`config.mk`:
```
export PLATFORM = sky130hd
export DESIGN_NAME = mux6_rr_sched_flat
export DESIGN_NICKNAME = d
export VERILOG_FILES = /design/src/rtl/mux6_rr_sched_if.sv /design/src/rtl/mux6_rr_sched.sv /design/src/flat_wrapper.sv
export SDC_FILE = /design/constraint.sdc
export NUM_CORES = 1
export LEC_CHECK = 0
export CAP_MARGIN = 20
export CORE_MARGIN = 2
export CORE_UTILIZATION = 45
export CTS_BUF_LIST = sky130_fd_sc_hd__clkbuf_8 sky130_fd_sc_hd__clkbuf_16
export DETAILED_ROUTE_END_ITERATION = 8
export GPL_ROUTABILITY_DRIVEN = 0
export PLACE_DENSITY = 0.77
export SYNTH_ARGS = -nofsm -noshare
export SYNTH_HDL_FRONTEND = slang
export SYNTH_SLANG_ARGS = --single-unit
```
`constraint.sdc`:
```
create_clock -name clk -period 3.3 [get_ports clk]
set_input_delay 0.825 -clock clk [delete_from_list [all_inputs] [get_ports clk]]
set_output_delay 0.825 -clock clk [all_outputs]
set_load 0.05 [all_outputs]
```
`src/rtl/mux6_rr_sched_if.sv`:
```
// Request/data/grant bundle between the six requesters and the round-robin mux scheduler.
interface mux6_rr_sched_if;
    logic       en;
    logic [5:0] req;
    logic [5:0] din;
    logic [5:0] gnt;
    logic [2:0] sel;
    logic       busy;
    logic       y;
    logic       y_valid;

    modport master (
        output en, req, din,
        input  gnt, sel, busy, y, y_valid
    );

    modport slave (
        input  en, req, din,
        output gnt, sel, busy, y, y_valid
    );
endinterface

```
`src/rtl/mux6_rr_sched.sv`:
```
// Round-robin scheduler for a shared 6:1 single-bit mux: bounded-burst grants,
// binary select and a registered, valid-flagged mux output.
//
// state | meaning
// IDLE  | no grant active, gnt=0, waiting for en=1 with a pending request
// GRANT | one requester owns the mux, held for up to MAX_BURST cycles
module mux6_rr_sched #(
    parameter int MAX_BURST = 4
) (
    input  logic            clk,
    input  logic            rst,
    mux6_rr_sched_if.slave  bus
);

    typedef enum logic {IDLE, GRANT} state_t;

    state_t     state_q, state_d;
    logic [5:0] gnt_q, gnt_d;
    logic [2:0] sel_q, sel_d;
    logic [2:0] ptr_q, ptr_d;
    logic [3:0] cnt_q, cnt_d;
    logic       busy_q;
    logic       y_q, y_valid_q;

    logic       win_found;
    logic [2:0] win_idx;
    logic [3:0] idx;
    logic       can_grant;
    logic       hold;

    // First requester at or after ptr, wrapping modulo 6
    always_comb begin
        win_found = 1'b0;
        win_idx   = 3'd0;
        idx       = 4'd0;
        for (int i = 0; i < 6; i++) begin
            idx = {1'b0, ptr_q} + 4'(i);
            if (idx >= 4'd6) begin
                idx = idx - 4'd6;
            end
            if (!win_found && bus.req[idx[2:0]]) begin
                win_found = 1'b1;
                win_idx   = idx[2:0];
            end
        end
    end

    assign can_grant = bus.en && win_found;
    assign hold      = bus.req[sel_q] && (cnt_q < 4'(MAX_BURST));

    always_comb begin
        state_d = state_q;
        gnt_d   = gnt_q;
        sel_d   = sel_q;
        cnt_d   = cnt_q;
        ptr_d   = ptr_q;
        case (state_q)
            IDLE: begin
                gnt_d = 6'd0;
                if (can_grant) begin
                    state_d = GRANT;
                    gnt_d   = 6'd1 << win_idx;
                    sel_d   = win_idx;
                    cnt_d   = 4'd1;
                    ptr_d   = (win_idx == 3'd5) ? 3'd0 : win_idx + 3'd1;
                end
            end
            GRANT: begin
                if (hold) begin
                    cnt_d = cnt_q + 4'd1;
                end else if (can_grant) begin
                    gnt_d = 6'd1 << win_idx;
                    sel_d = win_idx;
                    cnt_d = 4'd1;
                    ptr_d = (win_idx == 3'd5) ? 3'd0 : win_idx + 3'd1;
                end else begin
                    state_d = IDLE;
                    gnt_d   = 6'd0;
                    cnt_d   = 4'd0;
                end
            end
            default: begin
                state_d = IDLE;
                gnt_d   = 6'd0;
                cnt_d   = 4'd0;
            end
        endcase
    end

    always_ff @(posedge clk) begin
        if (rst) begin
            state_q <= IDLE;
            gnt_q   <= 6'd0;
            sel_q   <= 3'd0;
            ptr_q   <= 3'd0;
            cnt_q   <= 4'd0;
            busy_q  <= 1'b0;
        end else begin
            state_q <= state_d;
            gnt_q   <= gnt_d;
            sel_q   <= sel_d;
            ptr_q   <= ptr_d;
            cnt_q   <= cnt_d;
            busy_q  <= (state_d == GRANT);
        end
    end

    // y only updates on granted samples so it holds while y_valid is low
    always_ff @(posedge clk) begin
        if (rst) begin
            y_q       <= 1'b0;
            y_valid_q <= 1'b0;
        end else begin
            if (busy_q) begin
                y_q <= bus.din[sel_q];
            end
            y_valid_q <= busy_q;
        end
    end

    assign bus.gnt     = gnt_q;
    assign bus.sel     = sel_q;
    assign bus.busy    = busy_q;
    assign bus.y       = y_q;
    assign bus.y_valid = y_valid_q;

endmodule

```
`src/flat_wrapper.sv`:
```
// flat-port wrapper written by rule: the top's interface ports become plain ports
module mux6_rr_sched_flat 
#(
    parameter int MAX_BURST = 4
)
  (clk, rst, bus_en, bus_req, bus_din, bus_gnt, bus_sel, bus_busy, bus_y, bus_y_valid);
  mux6_rr_sched_if bus_i ();
  input  logic clk;
  input  logic rst;
  input wire logic [$bits(bus_i.en)-1:0] bus_en;
  input wire logic [$bits(bus_i.req)-1:0] bus_req;
  input wire logic [$bits(bus_i.din)-1:0] bus_din;
  output wire logic [$bits(bus_i.gnt)-1:0] bus_gnt;
  output wire logic [$bits(bus_i.sel)-1:0] bus_sel;
  output wire logic [$bits(bus_i.busy)-1:0] bus_busy;
  output wire logic [$bits(bus_i.y)-1:0] bus_y;
  output wire logic [$bits(bus_i.y_valid)-1:0] bus_y_valid;
  assign bus_i.en = bus_en;
  assign bus_i.req = bus_req;
  assign bus_i.din = bus_din;
  assign bus_gnt = bus_i.gnt;
  assign bus_sel = bus_i.sel;
  assign bus_busy = bus_i.busy;
  assign bus_y = bus_i.y;
  assign bus_y_valid = bus_i.y_valid;
  mux6_rr_sched #(.MAX_BURST(MAX_BURST)) u_core (.clk(clk), .rst(rst), .bus(bus_i));
endmodule
```
# After elaboration in Yosys (flattened, before gate mapping)
# Index checks and enable logic that the tools add are counted.
# totals
regBits	19
output_inout_bits	12
wordCells	102
# op_classes
addsub	13
n_lt_le_gt_ge	14
n_eq_ne	3
shift	1
mux	51
n_bitwise	1
reduce_logical	12
# op_table
operator	n
$mux W3	17
$lt A3 B4 Y1 const B	7
$bmux W1 S3	8
$ge A4 B3 Y1 const B	5
$sub A3 B3 Y3 const B	6
$mux W1	17
$mux W6	2
$pmux W3 S2	2
$pmux W6 S2	1
$add A3 B2 Y4 const B	2
$add A3 B3 Y4 const B	2
$mux W4	2
$pmux W4 S2	1
$logic_and A1 B1 Y1	7
$shl A1 B3 Y6 const A	1
$logic_not A1 Y1	5
$add A3 B1 Y4 const B	1
$add A4 B1 Y4 const B	1
$lt A4 B3 Y1 const B	1
$add A3 B1 Y3 const B	1
$eq A3 B3 Y1 const B	1
$ge A3 B3 Y1 const B	1
$ne A2 B1 Y1 const B	1
$ne A2 B2 Y1 const B	1
2 further kinds	2

# Longest topological paths before layout
# Gate-level depths: netlist of the first run.
# logic_depth
ltp_word	25
mapped_depth	14
mapped_depth_nobuf	10

# Worst setup path after synthesis of the first run
# No wires, ideal clock.
# synth_path
path_type	register -> register
startpoint	reg u_core.ptr_q[0]
endpoint	reg u_core.gnt_q[1], in the netlist u_core.bus.gnt[1]
setup_time_ns	0.071
t_arrival_ns	3.176
t_required_ns	3.229
setup_slack_ns	0.054
stages_incl_launch_ff	14
synth_period_minus_slack_ns	3.246
cell_sequence	dfxtp_1 > buf_6 > buf_6 > inv_1 > ha_1 > buf_2 > clkbuf_1 > nor3_1 > a311oi_2 > nand2_2 > a2111oi_0 > a21oi_1 > or4b_1 > a21oi_1
# synth_between
elab_chain_cells	24
elab_cells_between_ends	62
# synth_rtl
element	line_no	source
from (decl)	mux6_rr_sched.sv:20	logic [2:0] ptr_q, ptr_d;
from (signal assigned)	mux6_rr_sched.sv:102	ptr_q <= ptr_d;
branches (longest 21 deep; another with $add A3 B1 Y4)	--	
$mux W6 (*)	mux6_rr_sched.sv:60, mux6_rr_sched.sv:71	
$mux W6	mux6_rr_sched.sv:69	if (hold) begin
$pmux W6 S2 (*)	mux6_rr_sched.sv:57	case (state_q)
to (signal assigned)	mux6_rr_sched.sv:100	gnt_q <= gnt_d;
to (decl)	mux6_rr_sched.sv:18	logic [5:0] gnt_q, gnt_d;
# Mark *: on every way between the ends. The select of a mux whose other input is x is not followed.
# A chain may end at the register's enable or synchronous reset.

# Worst setup path in the final report of the first run
# layout_path
startpoint	in bus_req[1]
endpoint	reg u_core.gnt_q[1], in the netlist u_core.bus.gnt[1]
# layout_between
elab_chain_cells	22
elab_cells_between_ends	43
# layout_rtl
element	line_no	source
from (decl)	flat_wrapper.sv:11	input wire logic [$bits(bus_i.req)-1:0] bus_req;
$bmux W1 S3	mux6_rr_sched.sv:41	if (!win_found && bus.req[idx[2:0]]) begin
$mux W1 (not written as such)	mux6_rr_sched.sv:41	
$mux W1	mux6_rr_sched.sv:41	
$logic_not A1 Y1	mux6_rr_sched.sv:41	
$logic_and A1 B1 Y1	mux6_rr_sched.sv:41	
$mux W1	mux6_rr_sched.sv:41	
$logic_not A1 Y1	mux6_rr_sched.sv:41	
$logic_and A1 B1 Y1	mux6_rr_sched.sv:41	
(+6 left out)	--	
$mux W1	mux6_rr_sched.sv:41	
$logic_not A1 Y1	mux6_rr_sched.sv:41	
$logic_and A1 B1 Y1	mux6_rr_sched.sv:41	
$mux W3 or $mux W1 (tied branches)	mux6_rr_sched.sv:41	
$shl A1 B3 Y6 or $logic_and A1 B1 Y1 (tied branches)	mux6_rr_sched.sv:62, mux6_rr_sched.sv:72, mux6_rr_sched.sv:48	
$mux W6	mux6_rr_sched.sv:60, mux6_rr_sched.sv:71	
$mux W6	mux6_rr_sched.sv:69	
$pmux W6 S2	mux6_rr_sched.sv:57	
# Parallel ways exist; a longest one is shown, timed or not. The select of a mux whose other input is x is not followed.

==> flow_metrics.py, run 1 <==
metrics = {
    "routing": {
        "drc": 0,
        "avgViaCountPerCell": 5.74,
        "ant_nets": 0,
        "drtIter0Drc": 149,
        "drt_wl_total_um": 4560,
        "dr.pass1.iters": 4,
        "num_vias": 1700,
        "wire_per_inst_um": 15.4,
    },
    "placement": {
        "portBuffers": 26,
        "dpl.hpwl_um": 3550,
        "dpl_cell_area_um2": 2290,
    },
    "pwr": {
        "ir_drop_uv": 652,
        "leakagePower_nw": 0.950,
        "powerDensity_nw_per_um2": 978,
        "total_power_mw": 2.32,
    },
    "worst_setup_path": {
        "cp-end-kind": "flip-flop",
        "crit_path_start": "bus_req[1]",
        "cp.required_ns": 3.50,
        "reg2reg_slack_ns": 0.18,
        "rr_worst_depth": 11,
        "reg2reg_to": "u_core.bus.gnt[1]$_SDFFE_PP0N_",
        "crit_chain": "clkdlybuf4s50_1, mux2i_4, mux2i_2, a211oi_4, nand4_4, nor4b_4, o31ai_4, or4b_1, a21oi_1",
        "max_stage_delay_ns": 0.52,
        "startpoint_type": "input pin",
        "crit_arrival_ns": 3.42,
        "r2r-start": "u_core.ptr_q[1]$_SDFFE_PP0P_",
        "cp_slowest_cell": "or4b_1",
        "path_max_fanout": 6,
        "crit_path_end": "u_core.bus.gnt[1]$_SDFFE_PP0N_",
        "path_buf_inv": 1,
        "critPathTopFamily": "simple AND/OR/NAND/NOR gates",
        "critical_path_class": "in -> reg",
        "crit_cells": 9,
    },
    "die": {
        "die_h_um": 67.4,
        "die_area_um2": 4550,
        "initial_utilization": 0.459,
        "io_pins": 27,
        "core_um2": 3940,
        "die_w_um": 67.4,
        "rows": 23,
    },
    "grt": {
        "grt_pass1_wl_um": 7190,
        "grt-ovfl-total": 0,
        "antenna_found_initial": 0,
        "track_usage": 0.207,
        "grt_pass1_vias": 1580,
        "grt_max_degree": 22,
    },
    "logic_synthesis": {
        "async_reset_ff_frac": 0,
        "syn_nets": 222,
        "yosys_warnings": 0,
        "synth_enable_flop_cells": 0,
        "seq_area_frac_synth": 0.210,
        "synthFlopType": "dfxtp_1",
        "syn_inst": 198,
        "ys_ff_latch": 19,
        "synthDistinctLibCells": 66,
        "synth_area_per_cell_um2": 9.14,
        "syn_area_um2": 1810,
    },
    "finish": {
        "num-fill-cells": 348,
        "synthToLayoutAreaGrowth_pct": 30.8,
        "nets": 271,
        "antenna_cells": 0,
        "drive_above_1_share": 0.240,
        "final_util": 0.600,
        "fin_area_um2": 2370,
        "regArea_um2": 380,
        "multi_input_area_um2": 1350,
    },
    "timing": {
        "setup_viol": 0,
        "finalHoldViolCount": 0,
        "drv_slew": 0,
        "min_period_ns": 3.22,
        "worstMarginPinSlew_ns": 0.505,
        "fmax_ghz": 0.310,
        "rsz0062_at_grt": "true",
        "final.period_utilization": 0.976,
        "fin_worst_skew_ns": 0.00368,
        "slew_headroom": 0.662,
    },
    "clock_tree": {
        "root_buffer": "clkbuf_8",
        "cts_tree": "done",
        "clock_latency_ns": 0.26,
        "cts_hold_buf": 0,
        "htreeDepth": 1,
        "cts_sinks": 19,
        "clk_pin_slew_ns": 0.07,
        "cts_buffers": 3,
        "cts.path.max_buffers": 2,
    },
    "status": {
        "status": "finished, final reports clean",
    },
    "job": {
        "drv_cap": 0,
    },
    "min_path": {
        "min_path_type": "reg -> reg",
    },
}
[report_power, final]
group	internal [mW]	total, mW	switching (mW)	leakage, nW
logic	0.792	1.80	1.01	0.769
registers	0.292	0.356	0.0638	0.155
clock network	0.0841	0.162	0.0781	0.0255
total	1.17	2.32	1.15	0.950
[state kept, by name, indices dropped and copies added, names as in the netlist]
signal	cells
u_core.bus.y	1
u_core.bus.y_valid	1
u_core.ptr_q	3
u_core.bus.gnt	6
u_core.cnt_q	4
u_core.bus.sel	3
u_core.state_q	1
[area by class of cell]
type,instances,share of cell area
Multi-Input combinational cell,159,0.569
Clock inverter,1,0.00211
Sequential cell,19,0.161
Clock buffer,3,0.0174
Tap cell,50,0.0264
Timing Repair Buffer,57,0.214
Inverter,7,0.0111
[cell families (layout without fill, tap and decap cells)]
family,Yosys count,in the layout,share of synthesized area
flip-flops,19,19,0.210
multiplexers,21,21,0.142
adder cells (fa/ha/maj),9,9,0.0622
XOR/XNOR,9,9,0.0539
AO/OA/AOI/OAI,61,61,0.283
AND/OR/NAND/NOR,59,59,0.190
buffers and inverters,20,68,0.0594
[through the flow]
stage                     TNS [ns]  std cells  setup WS, ns  hold slack (ns)
after floorplan                  0        198        0.0538            0.449
after global placement      -0.861        290        -0.172            0.447
after detailed placement     -1.34        290        -0.202            0.454
after CTS                        0        294        0.0577            0.469
after global routing       -0.0873        296       -0.0819            0.488
final                            0        296        0.0781            0.465
[worst min-delay path by stage]
stage               slack, ns                        endpoint                            from  cells past startpoint
finish                   0.47  u_core.bus.gnt[5]$_SDFFE_PP0N_  u_core.bus.gnt[5]$_SDFFE_PP0N_                      2
detailed placement       0.45  u_core.bus.gnt[0]$_SDFFE_PP0N_  u_core.bus.gnt[0]$_SDFFE_PP0N_                      2
global placement         0.45  u_core.bus.gnt[3]$_SDFFE_PP0N_  u_core.bus.gnt[3]$_SDFFE_PP0N_                      2
global route             0.49  u_core.bus.gnt[5]$_SDFFE_PP0N_  u_core.bus.gnt[5]$_SDFFE_PP0N_                      2
floorplan                0.45    u_core.cnt_q[0]$_SDFFE_PP0P_    u_core.cnt_q[0]$_SDFFE_PP0P_                      2
CTS                      0.47  u_core.bus.gnt[0]$_SDFFE_PP0N_  u_core.bus.gnt[0]$_SDFFE_PP0N_                      2
[metal layers]
layer / GRT usage / part of all wire
met1: 0.256 / 0.44
met2: 0.358 / 0.50
met3: 0.0167 / 0.030
met4: 0.107 / 0.022
met5: 0 / 0
[cell usage in the layout, fill, tap and decap left out, drive strengths merged, types with 2 or more instances in the layout]
cell,count
a211oi,4
nor4b,2
o21ai,4
clkbuf,3
nor3,4
nand3,4
clkdlybuf4s50,26
a32oi,2
nand2,15
nand3b,2
nand2b,2
xnor2,5
buf,31
nand4,3
ha,9
o31ai,2
nor4,3
a211o,2
o41ai,2
a21oi,18
dfxtp,19
nor2,14
a21o,6
and4,2
nor2b,2
mux4,2
xor2,4
a21boi,3
a22oi,3
inv,7
mux2i,18
[cells in the mapped netlist (2+ instances only)]
master,count,area (um2)
nor2b_1,2,12.5
mux2i_2,2,27.5
nor3_1,4,20.0
buf_6,3,33.8
xnor2_1,4,35.0
dfxtp_1,19,380
nor2_1,14,52.6
a32oi_1,2,17.5
mux2i_1,15,150
a21o_1,6,45.0
nand2_1,14,52.6
buf_2,2,10.0
xor2_1,4,35.0
nand3b_1,2,15.0
buf_4,2,15.0
nand2b_1,2,12.5
a211o_1,2,17.5
o21ai_0,4,20.0
nand4_1,2,12.5
a22oi_1,2,15.0
nor4_1,3,18.8
inv_1,7,26.3
and4_1,2,17.5
clkbuf_1,6,22.5
mux4_2,2,45.0
a21boi_1,2,15.0
ha_1,9,113
a211oi_1,3,22.5
a21oi_1,17,85.1
nand3_1,4,20.0
[worst reg2reg max path: stages (launching register included)]
cell and delay [ns]:
dfxtp_1 0.35, inv_1 0.14, ha_1 0.36, mux2i_2 0.31, mux2i_1 0.33, buf_4 0.16, a21bo_2 0.14, a221oi_1 0.08
o211a_1 0.25, a211o_1 0.33, or4b_1 0.48, a21oi_1 0.12
[repair_timing]
action | 4_1_cts | 5_1_grt
buffers inserted | 0 | 2
gates resized for setup | 0 | 6
hold endpoints to repair | 0 | 0
setup endpoints to repair | 0 | 10
Note: power is estimated with default switching activity, not from simulation.
==> inputs of run 2 (changes only) <==
- ABC_AREA: default -> 1
- CAP_MARGIN: 20 -> 15
- PLACE_DENSITY: 0.77 -> 0.79
==> run 2 against run 1 <==
Sequential share of layout area is 1.6 points higher. Non-clock buffer count is 28 lower. Cell count is 22% higher. Via count is 8.2% higher. Clock skew is 0.0053 ns higher. Global-route usage hardly changed. Core utilization is 2.7 points lower. Routed wire length is 9.1% lower. Worst hold slack worse by 0.023 ns. Critical path type is now reg -> reg.
==> flow_metrics.py, run 2 <==
metrics = {
    "logic_synthesis": {
        "synth_common_cells": "nand2_1, inv_1, nand3_1",
        "ys_ff_latch": 19,
        "synth_top_cell_by_area": "dfxtp_1",
        "synthDistinctLibCells": 36,
        "synth_most_common_cell": "nand2_1",
        "synth_top_area_frac": 0.213,
        "ys_top_cells_by_area": "dfxtp_1, nand2_1, inv_1, nand3_1, ha_1",
        "async_reset_ff_frac": 0,
        "syn_inst": 286,
        "synth_enable_flop_cells": 0,
        "synthFlopType": "dfxtp_1",
        "synth_area_per_cell_um2": 6.26,
        "syn_nets": 310,
        "yosys_warnings": 0,
        "syn_area_um2": 1790,
        "seq_area_frac_synth": 0.213,
    },
    "finish": {
        "antenna_cells": 0,
        "largest_register_ff_count": 6,
        "layout_common_cells": "nand2_1, inv_1, clkdlybuf4s50_1, nand3_1",
        "regArea_um2": 380,
        "synthToLayoutAreaGrowth_pct": 20.1,
        "layout_commonest_cell": "nand2_1",
        "nets": 339,
        "multi_input_area_um2": 1200,
        "drive_above_1_share": 0.146,
        "num-fill-cells": 388,
    },
    "worst_setup_path": {
        "startpoint_type": "flip-flop",
        "path_max_fanout": 8,
        "crit_arrival_ns": 3.07,
        "cp-end-kind": "flip-flop",
        "cp_slowest_cell": "dfxtp_1",
        "critical_path_class": "reg -> reg",
        "max_stage_delay_ns": 0.54,
        "cp.required_ns": 3.48,
        "crit_chain": "inv_1, ha_1, inv_1, nand3_2, nand2_2, inv_2, nand2_4, nand2_4, nand2_2, nand3_2, nand3_2, nor2_2, nand3_1, nand2_1, nand2_1, nand2_2, nand2_1, nor2_1, nor2_1, nor2_1",
    },
    "die": {
        "die_h_um": 67.1,
        "core_um2": 3740,
        "io_pins": 27,
        "die_w_um": 67.1,
        "rows": 22,
        "die_area_um2": 4500,
        "initial_utilization": 0.478,
    },
    "grt": {
        "track_usage": 0.207,
        "grt_pass1_wl_um": 7160,
        "grt_pass1_vias": 1635,
        "grt-ovfl-total": 0,
        "grt_max_degree": 18,
        "antenna_found_initial": 0,
    },
    "timing": {
        "min_period_ns": 2.89,
        "final.period_utilization": 0.874,
        "worstMarginPinSlew_ns": 0.585,
        "slew_headroom": 0.609,
        "fin_setup_tns_ns": 0,
        "drv_slew": 0,
        "setup_viol": 0,
        "rsz0062_at_grt": "false",
        "fmax_ghz": 0.347,
        "finalHoldViolCount": 0,
        "fin_worst_skew_ns": 0.00902,
    },
    "min_path": {
        "min_path_type": "reg -> reg",
    },
    "status": {
        "status": "finished, final reports clean",
    },
    "clock_tree": {
        "root_buffer": "clkbuf_8",
        "htreeDepth": 1,
        "post_cts_buffers": 0,
        "cts_resized": 0,
        "cts_buffers": 3,
        "cts.path.max_buffers": 2,
        "cts_sinks": 19,
        "cts_tree": "done",
        "clk_pin_slew_ns": 0.07,
        "cts_hold_buf": 0,
        "clock_latency_ns": 0.26,
    },
    "routing": {
        "drc": 0,
        "num_vias": 1839,
        "drtIter0Drc": 120,
        "dr.pass1.iters": 4,
        "avgViaCountPerCell": 5.08,
        "drt_wl_total_um": 4150,
        "wire_per_inst_um": 11.5,
        "ant_nets": 0,
    },
    "job": {
        "drv_cap": 0,
    },
    "placement": {
        "dpl.hpwl_um": 3290,
        "portBuffers": 26,
    },
}
==> run 2: worst paths after layout <==
kind / from / to / slack, ns / cells after the start
max reg2reg: u_core.ptr_q[1]$_SDFFE_PP0P_ / u_core.bus.gnt[5]$_SDFFE_PP0N_ / 0.41 / 20
max: u_core.ptr_q[1]$_SDFFE_PP0P_ / u_core.bus.gnt[5]$_SDFFE_PP0N_ / 0.41 / 20
min: u_core.cnt_q[3]$_SDFFE_PP0P_ / u_core.cnt_q[3]$_SDFFE_PP0P_ / 0.44 / 2
min reg2reg: u_core.cnt_q[3]$_SDFFE_PP0P_ / u_core.cnt_q[3]$_SDFFE_PP0P_ / 0.44 / 2
==> run 2: final cells by class <==
cell class	instances	area share
inverters	47	0.0844
well taps	48	0.0280
flip-flops and latches	19	0.177
repair buffers	29	0.132
clock inverters	1	0.00175
multi-input cells	215	0.558
clock buffers	3	0.0192
==> run 2: cells by family (layout without fill, tap and decap cells) <==
group	Yosys count	after routing	synth area share
compound gates	48	48	0.155
xor+xnor	3	3	0.0147
fa+ha+maj	9	9	0.0629
buf+inv	52	80	0.117
flops	19	19	0.213
simple gates	155	155	0.438
==> run 2: per-stage QoR <==
stage / instance area [um2] / setup WS [ns] / util / hold WS, ns / cells
2_1_floorplan: 1790 / 0.853 / - / 0.420 / 286
3_3_place_gp: 2100 / 0.270 / 0.562 / 0.435 / 358
3_5_place_dp: 2100 / 0.179 / 0.562 / 0.434 / 358
4_1_cts: 2150 / 0.435 / 0.574 / 0.442 / 362
5_1_grt: 2150 / 0.123 / 0.574 / 0.478 / 362
6_report: 2150 / 0.414 / 0.574 / 0.443 / 362
==> run 2: per-layer routing <==
layer	vias up	routed length, um	track usage
li1	979	-	-
met1	810	1970	0.272
met2	45	1940	0.353
met3	5	208	0.0355
met4	0	31	0.0408
met5	-	0	0
==> run 2: critical path: cells and delay by family, from the launching register on <==
kind | cells | cell delay [ns]
buffers and inverters | 3 | 0.40
DFF | 1 | 0.54
adders and majority gates | 1 | 0.46
and+or+nand+nor | 16 | 1.41
Power of run 2 is not shown: default switching activity piles up to over one toggle a cycle in this logic, so the estimate is an artifact.
